`src/rtl/bram_arb_pkg.sv`:
```
// Shared constants and round-robin search helper for bram_port_arbiter.
// Optional feature macro: BRAM_ARB_RAW_BYPASS_EN (see bram_port_arbiter.sv).
package bram_arb_pkg;

    localparam int N_REQ_DEF      = 4;
    localparam int WIDTH_BITS_DEF = 32;
    localparam int DEPTH_DEF      = 1024;
    localparam int MAX_REQ        = 32;

    // Index of first set bit at or after ptr (cyclic over n), -1 if none.
    function automatic int rr_search(
        input logic [MAX_REQ-1:0] valid,
        input int                 ptr,
        input int                 n
    );
        int best;
        int bestd;
        int d;
        best  = -1;
        bestd = n;
        for (int i = 0; i < MAX_REQ; i++) begin
            if (i < n && valid[i]) begin
                d = (i - ptr + n) % n;
                if (d < bestd) begin
                    bestd = d;
                    best  = i;
                end
            end
        end
        return best;
    endfunction

endpackage

```
`src/rtl/bram_port_arbiter_if.sv`:
```
// Requester-side read/write handshake bundle for bram_port_arbiter.
// Optional feature macro: BRAM_ARB_RAW_BYPASS_EN (no effect on this file).
interface bram_port_arbiter_if #(
    parameter int N  = 4,
    parameter int AW = 10,
    parameter int DW = 32
);

    logic [N-1:0]         rd_req_valid;
    logic [N-1:0][AW-1:0] rd_req_addr;
    logic [N-1:0]         rd_req_ready;
    logic [N-1:0]         rd_resp_valid;
    logic [DW-1:0]        rd_resp_data;
    logic [N-1:0]         wr_req_valid;
    logic [N-1:0][AW-1:0] wr_req_addr;
    logic [N-1:0][DW-1:0] wr_req_data;
    logic [N-1:0]         wr_req_ready;

    modport master (
        output rd_req_valid, rd_req_addr,
        output wr_req_valid, wr_req_addr, wr_req_data,
        input  rd_req_ready, rd_resp_valid, rd_resp_data,
        input  wr_req_ready
    );

    modport slave (
        input  rd_req_valid, rd_req_addr,
        input  wr_req_valid, wr_req_addr, wr_req_data,
        output rd_req_ready, rd_resp_valid, rd_resp_data,
        output wr_req_ready
    );

endinterface

```
`src/rtl/rr_arbiter.sv`:
```
// Round-robin arbiter: one-hot grant from valid, pointer advances past grantee.
// Optional feature macro: BRAM_ARB_RAW_BYPASS_EN (no effect on this file).
module rr_arbiter
    import bram_arb_pkg::*;
#(
    parameter int N = 4
) (
    input  logic         clk,
    input  logic         resetn,
    input  logic [N-1:0] valid,
    input  logic         advance,
    output logic [N-1:0] grant
);

    localparam int PW = (N > 1) ? $clog2(N) : 1;

    logic [PW-1:0]      ptr;
    logic [PW-1:0]      ptr_nxt;
    logic [MAX_REQ-1:0] vext;
    int                 sel;

    always_comb begin
        vext         = '0;
        vext[N-1:0]  = valid;
        sel          = rr_search(vext, int'(ptr), N);
        grant        = '0;
        ptr_nxt      = ptr;
        for (int i = 0; i < N; i++) begin
            grant[i] = (sel == i);
        end
        if (sel >= 0) begin
            ptr_nxt = PW'((sel + 1) % N);
        end
    end

    always_ff @(posedge clk) begin
        if (!resetn) begin
            ptr <= '0;
        end else if (advance) begin
            ptr <= ptr_nxt;
        end
    end

endmodule

```
`src/rtl/bram_port_arbiter.sv`:
```
// Round-robin front end sharing one simple dual-port BRAM among N_REQ requesters.
// Define BRAM_ARB_RAW_BYPASS_EN to forward same-cycle write data to a colliding read.
module bram_port_arbiter
    import bram_arb_pkg::*;
#(
    parameter  int N_REQ      = N_REQ_DEF,
    parameter  int DEPTH      = DEPTH_DEF,
    parameter  int WIDTH_BITS = WIDTH_BITS_DEF,
    localparam int NBITS_ADDR = $clog2(DEPTH)
) (
    input  logic                  clk,
    input  logic                  resetn,
    bram_port_arbiter_if.slave    bus,
    output logic                  bram_read_en,
    output logic [NBITS_ADDR-1:0] bram_addr_read,
    output logic                  bram_write_en,
    output logic [NBITS_ADDR-1:0] bram_addr_write,
    output logic [WIDTH_BITS-1:0] bram_data_in,
    input  logic [WIDTH_BITS-1:0] bram_data_out
);

    logic [N_REQ-1:0]      rd_gnt;
    logic [N_REQ-1:0]      wr_gnt;
    logic [N_REQ-1:0]      rd_vld;
    logic [N_REQ-1:0]      wr_vld;
    logic [N_REQ-1:0]      tag_q;
    logic [WIDTH_BITS-1:0] rsp_word;

    // Masking valid keeps grants, enables and pointer motion off in reset.
    assign rd_vld = bus.rd_req_valid & {N_REQ{resetn}};
    assign wr_vld = bus.wr_req_valid & {N_REQ{resetn}};

    rr_arbiter #(.N(N_REQ)) u_rd_arb (
        .clk     (clk),
        .resetn  (resetn),
        .valid   (rd_vld),
        .advance (|rd_gnt),
        .grant   (rd_gnt)
    );

    rr_arbiter #(.N(N_REQ)) u_wr_arb (
        .clk     (clk),
        .resetn  (resetn),
        .valid   (wr_vld),
        .advance (|wr_gnt),
        .grant   (wr_gnt)
    );

    assign bus.rd_req_ready = rd_gnt;
    assign bus.wr_req_ready = wr_gnt;
    assign bram_read_en     = |rd_gnt;
    assign bram_write_en    = |wr_gnt;

    always_comb begin
        bram_addr_read  = '0;
        bram_addr_write = '0;
        bram_data_in    = '0;
        for (int i = 0; i < N_REQ; i++) begin
            if (rd_gnt[i]) bram_addr_read  |= bus.rd_req_addr[i];
            if (wr_gnt[i]) bram_addr_write |= bus.wr_req_addr[i];
            if (wr_gnt[i]) bram_data_in    |= bus.wr_req_data[i];
        end
    end

    always_ff @(posedge clk) begin
        if (!resetn) begin
            tag_q <= '0;
        end else begin
            tag_q <= rd_gnt;
        end
    end

`ifdef BRAM_ARB_RAW_BYPASS_EN
    logic                  byp_q;
    logic [WIDTH_BITS-1:0] byp_data_q;

    always_ff @(posedge clk) begin
        if (!resetn) begin
            byp_q      <= 1'b0;
            byp_data_q <= '0;
        end else begin
            byp_q      <= bram_read_en && bram_write_en &&
                          (bram_addr_read == bram_addr_write);
            byp_data_q <= bram_data_in;
        end
    end

    assign rsp_word = byp_q ? byp_data_q : bram_data_out;
`else
    assign rsp_word = bram_data_out;
`endif

    assign bus.rd_resp_valid = tag_q;
    assign bus.rd_resp_data  = (|tag_q) ? rsp_word : '0;

endmodule
```
`src/flat_wrapper.sv`:
```
// flat-port wrapper written by rule: the top's interface ports become plain ports
module bram_port_arbiter_flat import bram_arb_pkg::*;
#(
    parameter  int N_REQ      = N_REQ_DEF,
    parameter  int DEPTH      = DEPTH_DEF,
    parameter  int WIDTH_BITS = WIDTH_BITS_DEF,
    localparam int NBITS_ADDR = $clog2(DEPTH)
)
  (clk, resetn, bram_read_en, bram_addr_read, bram_write_en, bram_addr_write, bram_data_in, bram_data_out, bus_rd_req_valid, bus_rd_req_addr, bus_wr_req_valid, bus_wr_req_addr, bus_wr_req_data, bus_rd_req_ready, bus_rd_resp_valid, bus_rd_resp_data, bus_wr_req_ready);
  bram_port_arbiter_if bus_i ();
  input  logic clk;
  input  logic resetn;
  output logic bram_read_en;
  output logic [NBITS_ADDR-1:0] bram_addr_read;
  output logic bram_write_en;
  output logic [NBITS_ADDR-1:0] bram_addr_write;
  output logic [WIDTH_BITS-1:0] bram_data_in;
  input  logic [WIDTH_BITS-1:0] bram_data_out;
  input wire logic [$bits(bus_i.rd_req_valid)-1:0] bus_rd_req_valid;
  input wire logic [$bits(bus_i.rd_req_addr)-1:0] bus_rd_req_addr;
  input wire logic [$bits(bus_i.wr_req_valid)-1:0] bus_wr_req_valid;
  input wire logic [$bits(bus_i.wr_req_addr)-1:0] bus_wr_req_addr;
  input wire logic [$bits(bus_i.wr_req_data)-1:0] bus_wr_req_data;
  output wire logic [$bits(bus_i.rd_req_ready)-1:0] bus_rd_req_ready;
  output wire logic [$bits(bus_i.rd_resp_valid)-1:0] bus_rd_resp_valid;
  output wire logic [$bits(bus_i.rd_resp_data)-1:0] bus_rd_resp_data;
  output wire logic [$bits(bus_i.wr_req_ready)-1:0] bus_wr_req_ready;
  assign bus_i.rd_req_valid = bus_rd_req_valid;
  assign bus_i.rd_req_addr = bus_rd_req_addr;
  assign bus_i.wr_req_valid = bus_wr_req_valid;
  assign bus_i.wr_req_addr = bus_wr_req_addr;
  assign bus_i.wr_req_data = bus_wr_req_data;
  assign bus_rd_req_ready = bus_i.rd_req_ready;
  assign bus_rd_resp_valid = bus_i.rd_resp_valid;
  assign bus_rd_resp_data = bus_i.rd_resp_data;
  assign bus_wr_req_ready = bus_i.wr_req_ready;
  bram_port_arbiter #(.N_REQ(N_REQ), .DEPTH(DEPTH), .WIDTH_BITS(WIDTH_BITS)) u_core (.clk(clk), .resetn(resetn), .bus(bus_i), .bram_read_en(bram_read_en), .bram_addr_read(bram_addr_read), .bram_write_en(bram_write_en), .bram_addr_write(bram_addr_write), .bram_data_in(bram_data_in), .bram_data_out(bram_data_out));
endmodule
```
`config.mk`:
```
export PLATFORM = sky130hd
export DESIGN_NAME = bram_port_arbiter_flat
export DESIGN_NICKNAME = d
export VERILOG_FILES = /design/src/rtl/bram_arb_pkg.sv /design/src/rtl/bram_port_arbiter_if.sv /design/src/rtl/rr_arbiter.sv /design/src/rtl/bram_port_arbiter.sv /design/src/flat_wrapper.sv
export SDC_FILE = /design/constraint.sdc
export NUM_CORES = 1
export LEC_CHECK = 0
export ABC_CLOCK_PERIOD_IN_PS = 8400
export CAP_MARGIN = 20
export CORE_AREA = 2 2 135 137
export DETAILED_ROUTE_END_ITERATION = 6
export DIE_AREA = 0 0 137 139
export GPL_ROUTABILITY_DRIVEN = 0
export HOLD_SLACK_MARGIN = 0.05
export SLEW_MARGIN = 20
export SYNTH_ARGS = -nofsm -noshare
export SYNTH_HDL_FRONTEND = slang
export SYNTH_SLANG_ARGS = --single-unit
export TNS_END_PERCENT = 50
```
`constraint.sdc`:
```
create_clock -name clk -period 8.4 [get_ports clk]
set_clock_uncertainty 0.2 [all_clocks]
set_input_delay 1.68 -clock clk [delete_from_list [all_inputs] [get_ports clk]]
set_output_delay 1.68 -clock clk [all_outputs]
set_load 0.02 [all_outputs]
```
[After elaboration in Yosys (flattened, before gate mapping)]
Cells that the tools add are included.
Storage, ports and cells
  flip-flop bits (word level): 8
  input bits: 250
  logic and storage cells: 112
Operators by class
  add/sub/neg operators: 18
  order comparisons: 10
  eq/ne operators: 6
  mux-type cells: 41
  bitwise gates (word level): 19
  reduce and logical (&&, ||, !) cells: 15
Operators by type and width (number)
  $mux 32: 33
  $lt 3x32->1: 6
  $eq 32x3->1 const B: 4
  $or 32x32->32: 3
  $mux 10: 8
  $eq 32x2->1 const B: 2
  $ge 32x1->1 const B: 2
  $logic_not 32->1: 2
  $or 10x10->10: 6
  $add 3x4->5 const B: 8
  $reduce_or 2->1: 8
  $reduce_or 4->1: 3
  $sub 1x2->3 const A: 4
  $sub 2x2->3 const A: 4
  $and 1x1->1: 8
  $and 4x4->4: 2
  $lt 3x4->1 const B: 2
  $add 2x2->2 const B: 2
  $reduce_and 2->1: 2

[Longest topological paths before layout]
Gate-level depths: netlist of the first run.
  depth after elaboration: 24
  gate-level depth with buffers: 21
  mapped depth without buffers: 19

[By module]
Synthesis of the first run repeated with hierarchy kept, for this count alone.
Second synthesis, totals
  cell total of the unflattened synthesis: 346
  area total of the unflattened synthesis: 2419.8 um^2
Modules (own cells, without submodules)
  bram_port_arbiter: instances 1, cells each 235, area an instance 1515.2 um^2
  rr_arbiter at u_core.u_rd_arb: instances 1, cells each 56, area an instance 454.2 um^2
  rr_arbiter at u_core.u_wr_arb: instances 1, cells each 55, area an instance 450.4 um^2

[Worst setup path before layout of the first run]
OpenSTA, ideal clock, no wires.
  kind: input -> output
  start point: input bus_rd_req_valid[0]
  end point: output bram_addr_read[0]
  data arrival time: 5356 ps
  required time: 6520 ps
  setup slack: 1164 ps
  cell stages on the path: 19
  cell sequence: buf_2 -> or3b_2 -> a21oi_1 -> inv_1 -> ha_1 -> o21ai_0 -> and4b_1 -> a31oi_1 -> mux2i_1 -> ha_1 -> nor2b_1 -> nor2_1 -> nand3_1 -> or4b_2 -> ha_1 -> and2_1 -> buf_2 -> a22oi_1 -> nand2_1
Between the ends
  elaborated cells between the ends (all ways): 27
RTL lines
  start: declaration: line flat_wrapper.sv:19  | input wire logic [$bits(bus_i.rd_req_valid)-1:0] bus_rd_req_valid;
  $and 4x4->4 *: line bram_port_arbiter.sv:30  | assign rd_vld = bus.rd_req_valid & {N_REQ{resetn}};
  $mux 32: line bram_arb_pkg.sv:22  | if (i < n && valid[i]) begin
  $lt 3x32->1: line bram_arb_pkg.sv:24  | if (d < bestd) begin
  $mux 32: line bram_arb_pkg.sv:24
  $mux 32: line bram_arb_pkg.sv:22
  $lt 3x32->1: line bram_arb_pkg.sv:24
  $mux 32: line bram_arb_pkg.sv:24
  $mux 32: line bram_arb_pkg.sv:22
  $lt 3x32->1: line bram_arb_pkg.sv:24
  $mux 32: line bram_arb_pkg.sv:24
  $mux 32 *: line bram_arb_pkg.sv:22
  $eq 32x3->1 *: line rr_arbiter.sv:29  | grant[i] = (sel == i);
  named net bus_rd_req_ready[2]: line flat_wrapper.sv:24  | output wire logic [$bits(bus_i.rd_req_ready)-1:0] bus_rd_req_ready;
  $mux 10 *: line bram_port_arbiter.sv:59  | if (rd_gnt[i]) bram_addr_read |= bus.rd_req_addr[i];
  $or 10x10->10: line bram_port_arbiter.sv:59
  $mux 10 *: line bram_port_arbiter.sv:59
  end: declaration: line flat_wrapper.sv:14  | output logic [NBITS_ADDR-1:0] bram_addr_read;
The timed path passes the listed nets; every way through them passes the cells marked *.

[Final worst setup path of the first run]
  start point: input bus_rd_req_valid[0]
  end point: output bram_addr_read[2]
Between the ends
  cells in the longest elaborated chain, start to end: 19
  elaborated cells between the ends (all ways): 27
Ends and longest elaborated chain (line)
  $and 4x4->4 *: bram_port_arbiter.sv:30
  $mux 32: bram_arb_pkg.sv:22
  $lt 3x32->1: bram_arb_pkg.sv:24
  $mux 32: bram_arb_pkg.sv:24
  $mux 32: bram_arb_pkg.sv:22
  $lt 3x32->1: bram_arb_pkg.sv:24
  $mux 32: bram_arb_pkg.sv:24
  $mux 32: bram_arb_pkg.sv:22
  [3 not listed]
  $logic_not 32->1: rr_arbiter.sv:29
  $mux 10: bram_port_arbiter.sv:59
  $or 10x10->10: bram_port_arbiter.sv:59
  $mux 10: bram_port_arbiter.sv:59
  $or 10x10->10: bram_port_arbiter.sv:59
  $mux 10: bram_port_arbiter.sv:59
  $or 10x10->10: bram_port_arbiter.sv:59
  $mux 10 *: bram_port_arbiter.sv:59
Mark *: on every way between the ends. The rest lies on a longest branch, timed or not.

==> impl_metrics.env, run 1 <==
export IMPL_outcome="completed"
export IMPL_worst_path_largest_cell_delay_ns=0.62
export IMPL_ant_nets=0
export IMPL_drt_wl_total_um=14780
export IMPL_r2r_slack_ns=3.76
export IMPL_power_density_nw_per_um2=137.2
export IMPL_dp_cells=888
export IMPL_start_util_pct=12.92
export IMPL_startpoint_type="primary input"
export IMPL_ir_drop_v=0.0001017
export IMPL_cp_top_family="simple AND/OR/NAND/NOR gates"
export IMPL_die_area_sq_um=19040
export IMPL_ios=348
export IMPL_synthCells=332
export IMPL_place_area_sq_um=5953
export IMPL_finalCritPeriodShare_pct=97.39
export IMPL_setup_violations=0
export IMPL_yosys_warnings=0
export IMPL_maxCapViolations=0
export IMPL_syn_area_per_cell_sq_um=6.870
export IMPL_hold_violations=0
export IMPL_r2r_end="u_core.u_rd_arb.ptr[0]"
export IMPL_drt_iter0_markers=207
export IMPL_nets=926
export IMPL_cts_hold_buf=0
export IMPL_wl_per_cell_um=16.53
export IMPL_drc=0
export IMPL_clkTransAtPathRegs_ns=0.04
export IMPL_syn_num_nets=594
export IMPL_dpl_hpwl_um=12210
export IMPL_startpoint="bus_rd_req_valid[0]"
export IMPL_slew_viol_final=0
export IMPL_io_buffers=347
export IMPL_fin_crit_ns=8.181
export IMPL_rr_worst_depth=18
export IMPL_std_cell_rows=49
export IMPL_drive_above_1_share_pct=4.230
export IMPL_synth_area_sq_um=2281
export IMPL_cp_cell_sequence="clkdlybuf4s50_1 > or3b_2 > a21oi_1 > inv_1 > ha_1 > o21ai_0 > and4b_1 > a31oi_1 > mux2i_1 > ha_1 > nor2b_1 > nor2_1 > nand3_1 > or4b_2 > ha_1 > and2_2 > a22oi_1 > nand2_1 > clkdlybuf4s50_1"
export IMPL_via_count=3876
export IMPL_power_leakage_nw=2.282
export IMPL_ctsRootBufferMaster="clkbuf_16"
export IMPL_fin_util_pct=34.26
export IMPL_r2r_start="u_core.u_rd_arb.ptr[0]"
export IMPL_track_usage_pct=13.86
export IMPL_cp_endpoint="bram_addr_read[2]"
export IMPL_slew_headroom_pct=59.18
export IMPL_grt_pass1_vias=3749
export IMPL_crit_type="in2out"
export IMPL_cts_buffers=3
export IMPL_die_h_um=139
export IMPL_fin_ws_ns=0.2189
export IMPL_design_core_area_sq_um=17660
export IMPL_grt_pass1_wl_um=20930
export IMPL_rsz0062_at_grt="false"
export IMPL_design_area_sq_um=6050
export IMPL_synth_edff_count=0
export IMPL_synth_ff_type="dfxtp_1"
export IMPL_synth_cell_types=39
export IMPL_cp_end_kind="output port"
export IMPL_cts_buffer_depth=2
export IMPL_totalNegativeSetupSlack_ns=0
export IMPL_drtPass1Iterations=5
export IMPL_dp_slack_ns=0.1343
export IMPL_final_cells=894
export IMPL_crit_fanout=11
export IMPL_avgViaCountPerCell=4.336
export IMPL_fmax_ghz=0.1222
export IMPL_cts_tree="built"
export IMPL_overflow=0
export IMPL_grt_max_degree=44
export IMPL_ys_seq_area_share_pct=7.021
export IMPL_die_w_um=137
export IMPL_cts_htree_levels=1
export IMPL_synthArstFlopShare_pct=0
export IMPL_cts_sinks=8
export IMPL_cp_data_required_time_ns=6.52
export IMPL_ys_seq_elements=8
export IMPL_cpMostUsedCell="ha_1"
export IMPL_hold_path_class="reg2reg"
export IMPL_antenna_found_initial=3
export IMPL_worst_pin_slew_ns=0.6072
export IMPL_syn_to_final_growth_pct=165.2
export IMPL_cp_arrival_ns=6.30
export IMPL_crit_buf_inv=3
export IMPL_crit_path_top_delay_cell="or4b_2"
export IMPL_worstSetupPathDepth=19
export IMPL_insertion_delay_ns=0.23
## cells in the mapped netlist, types with 3 or more instances
library cell / instances / area share, %
a22oi_1: 104 / 34
ha_1: 12 / 6.6
o41a_1: 3 / 1.5
inv_1: 6 / 0.99
buf_2: 15 / 3.3
nor3_1: 3 / 0.66
and2_1: 13 / 3.6
nor2_1: 7 / 1.2
dfxtp_1: 8 / 7.0
clkbuf_1: 6 / 0.99
nand2b_1: 3 / 0.82
nand2_1: 57 / 9.4
buf_6: 9 / 4.4
nor2b_1: 40 / 11
o21ai_0: 8 / 1.8
a211oi_1: 4 / 1.3
## metal layers
layer	part of all wire, %	GRT usage [%]	routed length, um
met4	0.46	0.8681	68
met2	48	24.69	7154
met5	0	0	0
met1	39	16.78	5781
met3	12	4.569	1775
## state kept, by name, indices dropped and copies added, names as in the netlist
signal	cells
u_core.bus.rd_resp_valid	4
u_core.u_wr_arb.ptr	2
u_core.u_rd_arb.ptr	2
## area by class of cell
cell class              count  area (sq um)
inverters                   6         22.52
multi-input cells         286          1909
flip-flops and latches      8         160.2
repair buffers            359          3588
fillers                  1840         11610
well taps                 229         286.5
diodes                      3         7.507
clock buffers               3         75.07
## how the worst min path moves through the flow
stage | start | to | slack, ns | depth (start not counted)
after CTS | u_core.u_rd_arb.ptr[1] | u_core.u_rd_arb.ptr[1] | 0.37 | 2
after detailed placement | u_core.u_rd_arb.ptr[1] | u_core.u_rd_arb.ptr[1] | 0.37 | 2
after global placement | u_core.u_wr_arb.ptr[1] | u_core.u_wr_arb.ptr[1] | 0.36 | 2
final | u_core.u_rd_arb.ptr[1] | u_core.u_rd_arb.ptr[1] | 0.37 | 2
after floorplan | u_core.u_rd_arb.ptr[0] | u_core.u_rd_arb.ptr[0] | 0.32 | 2
after global routing | u_core.u_rd_arb.ptr[0] | u_core.u_rd_arb.ptr[0] | 0.42 | 2
## kinds of logic (layout without fill, tap and decap cells)
family	after synthesis	in the layout	share of synthesized area (%)
simple gates	137	137	31.21
compound gates	134	134	43.61
buf+inv	38	368	10.37
fa+ha+maj	12	12	6.582
flops	8	8	7.021
xor+xnor	2	2	0.7681
mux	1	1	0.4389
other cells	0	3	0
## where the power goes
part           internal (W)  switching [W]  total (W)
clock network     0.0000613      0.0000182  0.0000795
logic              0.000361       0.000333   0.000694
registers         0.0000453      0.0000111  0.0000564
total              0.000468       0.000362   0.000830
## cell usage in the layout, fill, tap and decap left out, types with 2 or more instances in the layout
| cell | instances |
|---|---|
| nand2_1 | 57 |
| a21oi_1 | 2 |
| a31oi_1 | 2 |
| or3_1 | 2 |
| buf_4 | 10 |
| or4b_2 | 2 |
| buf_12 | 2 |
| o41a_1 | 3 |
| nand3b_1 | 2 |
| nor3_1 | 3 |
| ha_1 | 12 |
| o31ai_1 | 2 |
| diode_2 | 3 |
| a21boi_0 | 2 |
| nor4b_1 | 2 |
| nand3_1 | 2 |
| clkdlybuf4s50_1 | 347 |
| clkbuf_16 | 3 |
| and2_4 | 2 |
| a22oi_1 | 104 |
| nor2_1 | 7 |
| nor2b_1 | 40 |
| dfxtp_1 | 8 |
| nand2b_1 | 3 |
| and2_1 | 6 |
| and2_2 | 5 |
| o21ai_0 | 7 |
| xnor2_1 | 2 |
| inv_1 | 6 |
| a211oi_1 | 4 |
## worst min-delay path, delay by kind of cell (launching register included)
family	cells	cell delay (ns)
DFF	1	0.35
and+or+nand+nor	1	0.12
AOI/OAI and AO/OA	1	0.05
## metrics by stage
stage	hold slack [ns]	total power, W
after floorplan	0.3213	0.0003960
after global placement	0.3635	0.0007490
after detailed placement	0.3653	0.0007481
after CTS	0.3715	0.0008323
after global routing	0.4180	0.0008862
final	0.3691	0.0008298
## repair_timing
item	4_1_cts	5_1_grt
setup endpoints to repair	0	54
buffers inserted	0	0
resized for setup	0	7
hold endpoints to repair	0	0
(Power assumes the default switching activity.)
==> run 2, diff against run 1 <==
Settings changed: SKIP_LAST_GASP from default to 1.
==> impl_metrics.env, run 2 (synthesis gave the netlist of run 1 again) <==
export IMPL_worstSetupPathDepth=19
export IMPL_r2r_end="u_core.u_rd_arb.ptr[0]"
export IMPL_avgViaCountPerCell=4.320
export IMPL_ctsRootBufferMaster="clkbuf_16"
export IMPL_hold_path_depth=2
export IMPL_cp_arrival_ns=6.36
export IMPL_track_usage_pct=13.86
export IMPL_drtPass1Iterations=5
export IMPL_startpoint="bus_rd_req_valid[0]"
export IMPL_cts_tree="built"
export IMPL_final_cells=894
export IMPL_cts_sinks=8
export IMPL_rr_worst_depth=18
export IMPL_ir_drop_v=0.0001017
export IMPL_dp_cells=888
export IMPL_cp_data_required_time_ns=6.52
export IMPL_ios=348
export IMPL_cts_htree_levels=1
export IMPL_overflow=0
export IMPL_drc=0
export IMPL_cp_end_kind="output port"
export IMPL_start_util_pct=12.92
export IMPL_finalCritPeriodShare_pct=98.12
export IMPL_design_core_area_sq_um=17660
export IMPL_ant_nets=0
export IMPL_multi_input_area_sq_um=1898
export IMPL_r2r_start="u_core.u_rd_arb.ptr[0]"
export IMPL_via_count=3862
export IMPL_cp_cell_sequence="clkdlybuf4s50_1 > or3b_2 > a21oi_1 > inv_1 > ha_1 > o21ai_0 > and4b_1 > a31oi_1 > mux2i_1 > ha_1 > nor2b_1 > nor2_1 > nand3_1 > or4b_2 > ha_1 > and2_1 > a22oi_1 > nand2_1 > clkdlybuf4s50_1"
export IMPL_cts_buffers=3
export IMPL_power_leakage_nw=2.276
export IMPL_fin_util_pct=34.20
export IMPL_die_w_um=137
export IMPL_busiest_layer="met2"
export IMPL_die_h_um=139
export IMPL_antenna_found_initial=3
export IMPL_hold_violations=0
export IMPL_crit_buf_inv=3
export IMPL_grt_pass1_vias=3749
export IMPL_cts_buffer_depth=2
export IMPL_nets=926
export IMPL_hold_path_class="reg2reg"
export IMPL_post_cts_repair_setup_buffers=0
export IMPL_maxCapViolations=0
export IMPL_register_area_sq_um=160.2
export IMPL_total_power_w=0.0008272
export IMPL_fmax_ghz=0.1213
export IMPL_setup_violations=0
export IMPL_cp_top_family="simple AND/OR/NAND/NOR gates"
export IMPL_syn_to_final_growth_pct=164.7
export IMPL_std_cell_rows=49
export IMPL_grt_max_degree=44
export IMPL_wl_per_cell_um=16.48
export IMPL_crit_fanout=11
export IMPL_worst_path_largest_cell_delay_ns=0.62
export IMPL_worst_pin_slew_ns=0.6109
export IMPL_mostFrequentLayoutCells="clkdlybuf4s50_1 (347), a22oi_1 (104), nand2_1 (57), nor2b_1 (40), ha_1 (12)"
export IMPL_drt_wl_total_um=14730
export IMPL_io_buffers=347
export IMPL_power_density_nw_per_um2=137.0
export IMPL_clkTransAtPathRegs_ns=0.04
export IMPL_largest_register_ffs=4
export IMPL_postCtsResizedCells=0
export IMPL_drive_above_1_share_pct=3.625
export IMPL_cts_hold_buf=0
export IMPL_grt_pass1_wl_um=20930
export IMPL_dpl_hpwl_um=12210
export IMPL_totalNegativeSetupSlack_ns=0
export IMPL_rsz0062_at_grt="true"
export IMPL_die_area_sq_um=19040
export IMPL_startpoint_type="primary input"
export IMPL_use_met2_pct=24.69
export IMPL_crit_path_top_delay_cell="or4b_2"
export IMPL_crit_type="in2out"
export IMPL_final_common_cell="clkdlybuf4s50_1"
export IMPL_gr_usage_met3_pct=4.569
export IMPL_fin_crit_ns=8.242
export IMPL_drt_iter0_markers=207
export IMPL_outcome="completed"
export IMPL_r2r_slack_ns=3.76
export IMPL_slew_headroom_pct=58.93
export IMPL_fillerInstances=1840
export IMPL_use_met1_pct=16.78
export IMPL_slew_viol_final=0
export IMPL_insertion_delay_ns=0.23
export IMPL_cpMostUsedCell="ha_1"
export IMPL_cp_endpoint="bram_addr_read[2]"
## run 2: per-stage QoR
stage               hold WS (ns)  instance area, sq um  worst slack [ns]
floorplan                 0.3213                  2281             1.164
global placement          0.3635                  5953            0.1484
detailed placement        0.3653                  5953            0.1343
CTS                       0.3715                  6028            0.1077
global route              0.4180                  6031          -0.05826
finish                    0.3690                  6038            0.1576
## run 2: how the worst min path moves through the flow
| stage | startpoint | to | slack [ns] |
|---|---|---|---|
| 3_5_place_dp | u_core.u_rd_arb.ptr[1] | u_core.u_rd_arb.ptr[1] | 0.37 |
| 6_report | u_core.u_rd_arb.ptr[1] | u_core.u_rd_arb.ptr[1] | 0.37 |
| 5_1_grt | u_core.u_rd_arb.ptr[0] | u_core.u_rd_arb.ptr[0] | 0.42 |
| 3_3_place_gp | u_core.u_wr_arb.ptr[1] | u_core.u_wr_arb.ptr[1] | 0.36 |
| 2_1_floorplan | u_core.u_rd_arb.ptr[0] | u_core.u_rd_arb.ptr[0] | 0.32 |
| 4_1_cts | u_core.u_rd_arb.ptr[1] | u_core.u_rd_arb.ptr[1] | 0.37 |
## run 2: worst reg2reg max path: stages (launching register included)
cell and delay, ns:
dfxtp_1 0.44, nand2b_1 0.11, or3b_2 0.46, a21oi_1 0.19
inv_1 0.06, ha_1 0.26, o21ai_0 0.07, and4b_1 0.27
a31oi_1 0.19, mux2i_1 0.10, ha_1 0.29, nor2b_1 0.16
nor2_1 0.05, nand3_1 0.08, or4b_2 0.62, ha_1 0.24
o41a_1 0.50, nand3b_1 0.19, o31ai_1 0.07
## run 2: where the power goes
| part | switching [W] | leakage, nW | internal [W] |
|---|---|---|---|
| registers | 0.0000110 | 0.0659 | 0.0000453 |
| clock network | 0.0000182 | 0.0370 | 0.0000613 |
| logic | 0.000332 | 2.17 | 0.000359 |
## run 2: layout make-up
type                            instances  share of cell area, %
Clock buffer                            3                  1.243
Inverter                                6                 0.3730
Tap cell                              229                  4.745
Antenna cell                            3                 0.1243
Multi-Input combinational cell        286                  31.43
Timing Repair Buffer                  359                  59.43
Sequential cell                         8                  2.652
## run 2: layer usage
metal | part of all wire (%) | up-vias
met2 | 48 | 201
met5 | 0 | -
met4 | 0.39 | 0
met1 | 39 | 1740
met3 | 12 | 4
li1 | - | 1917
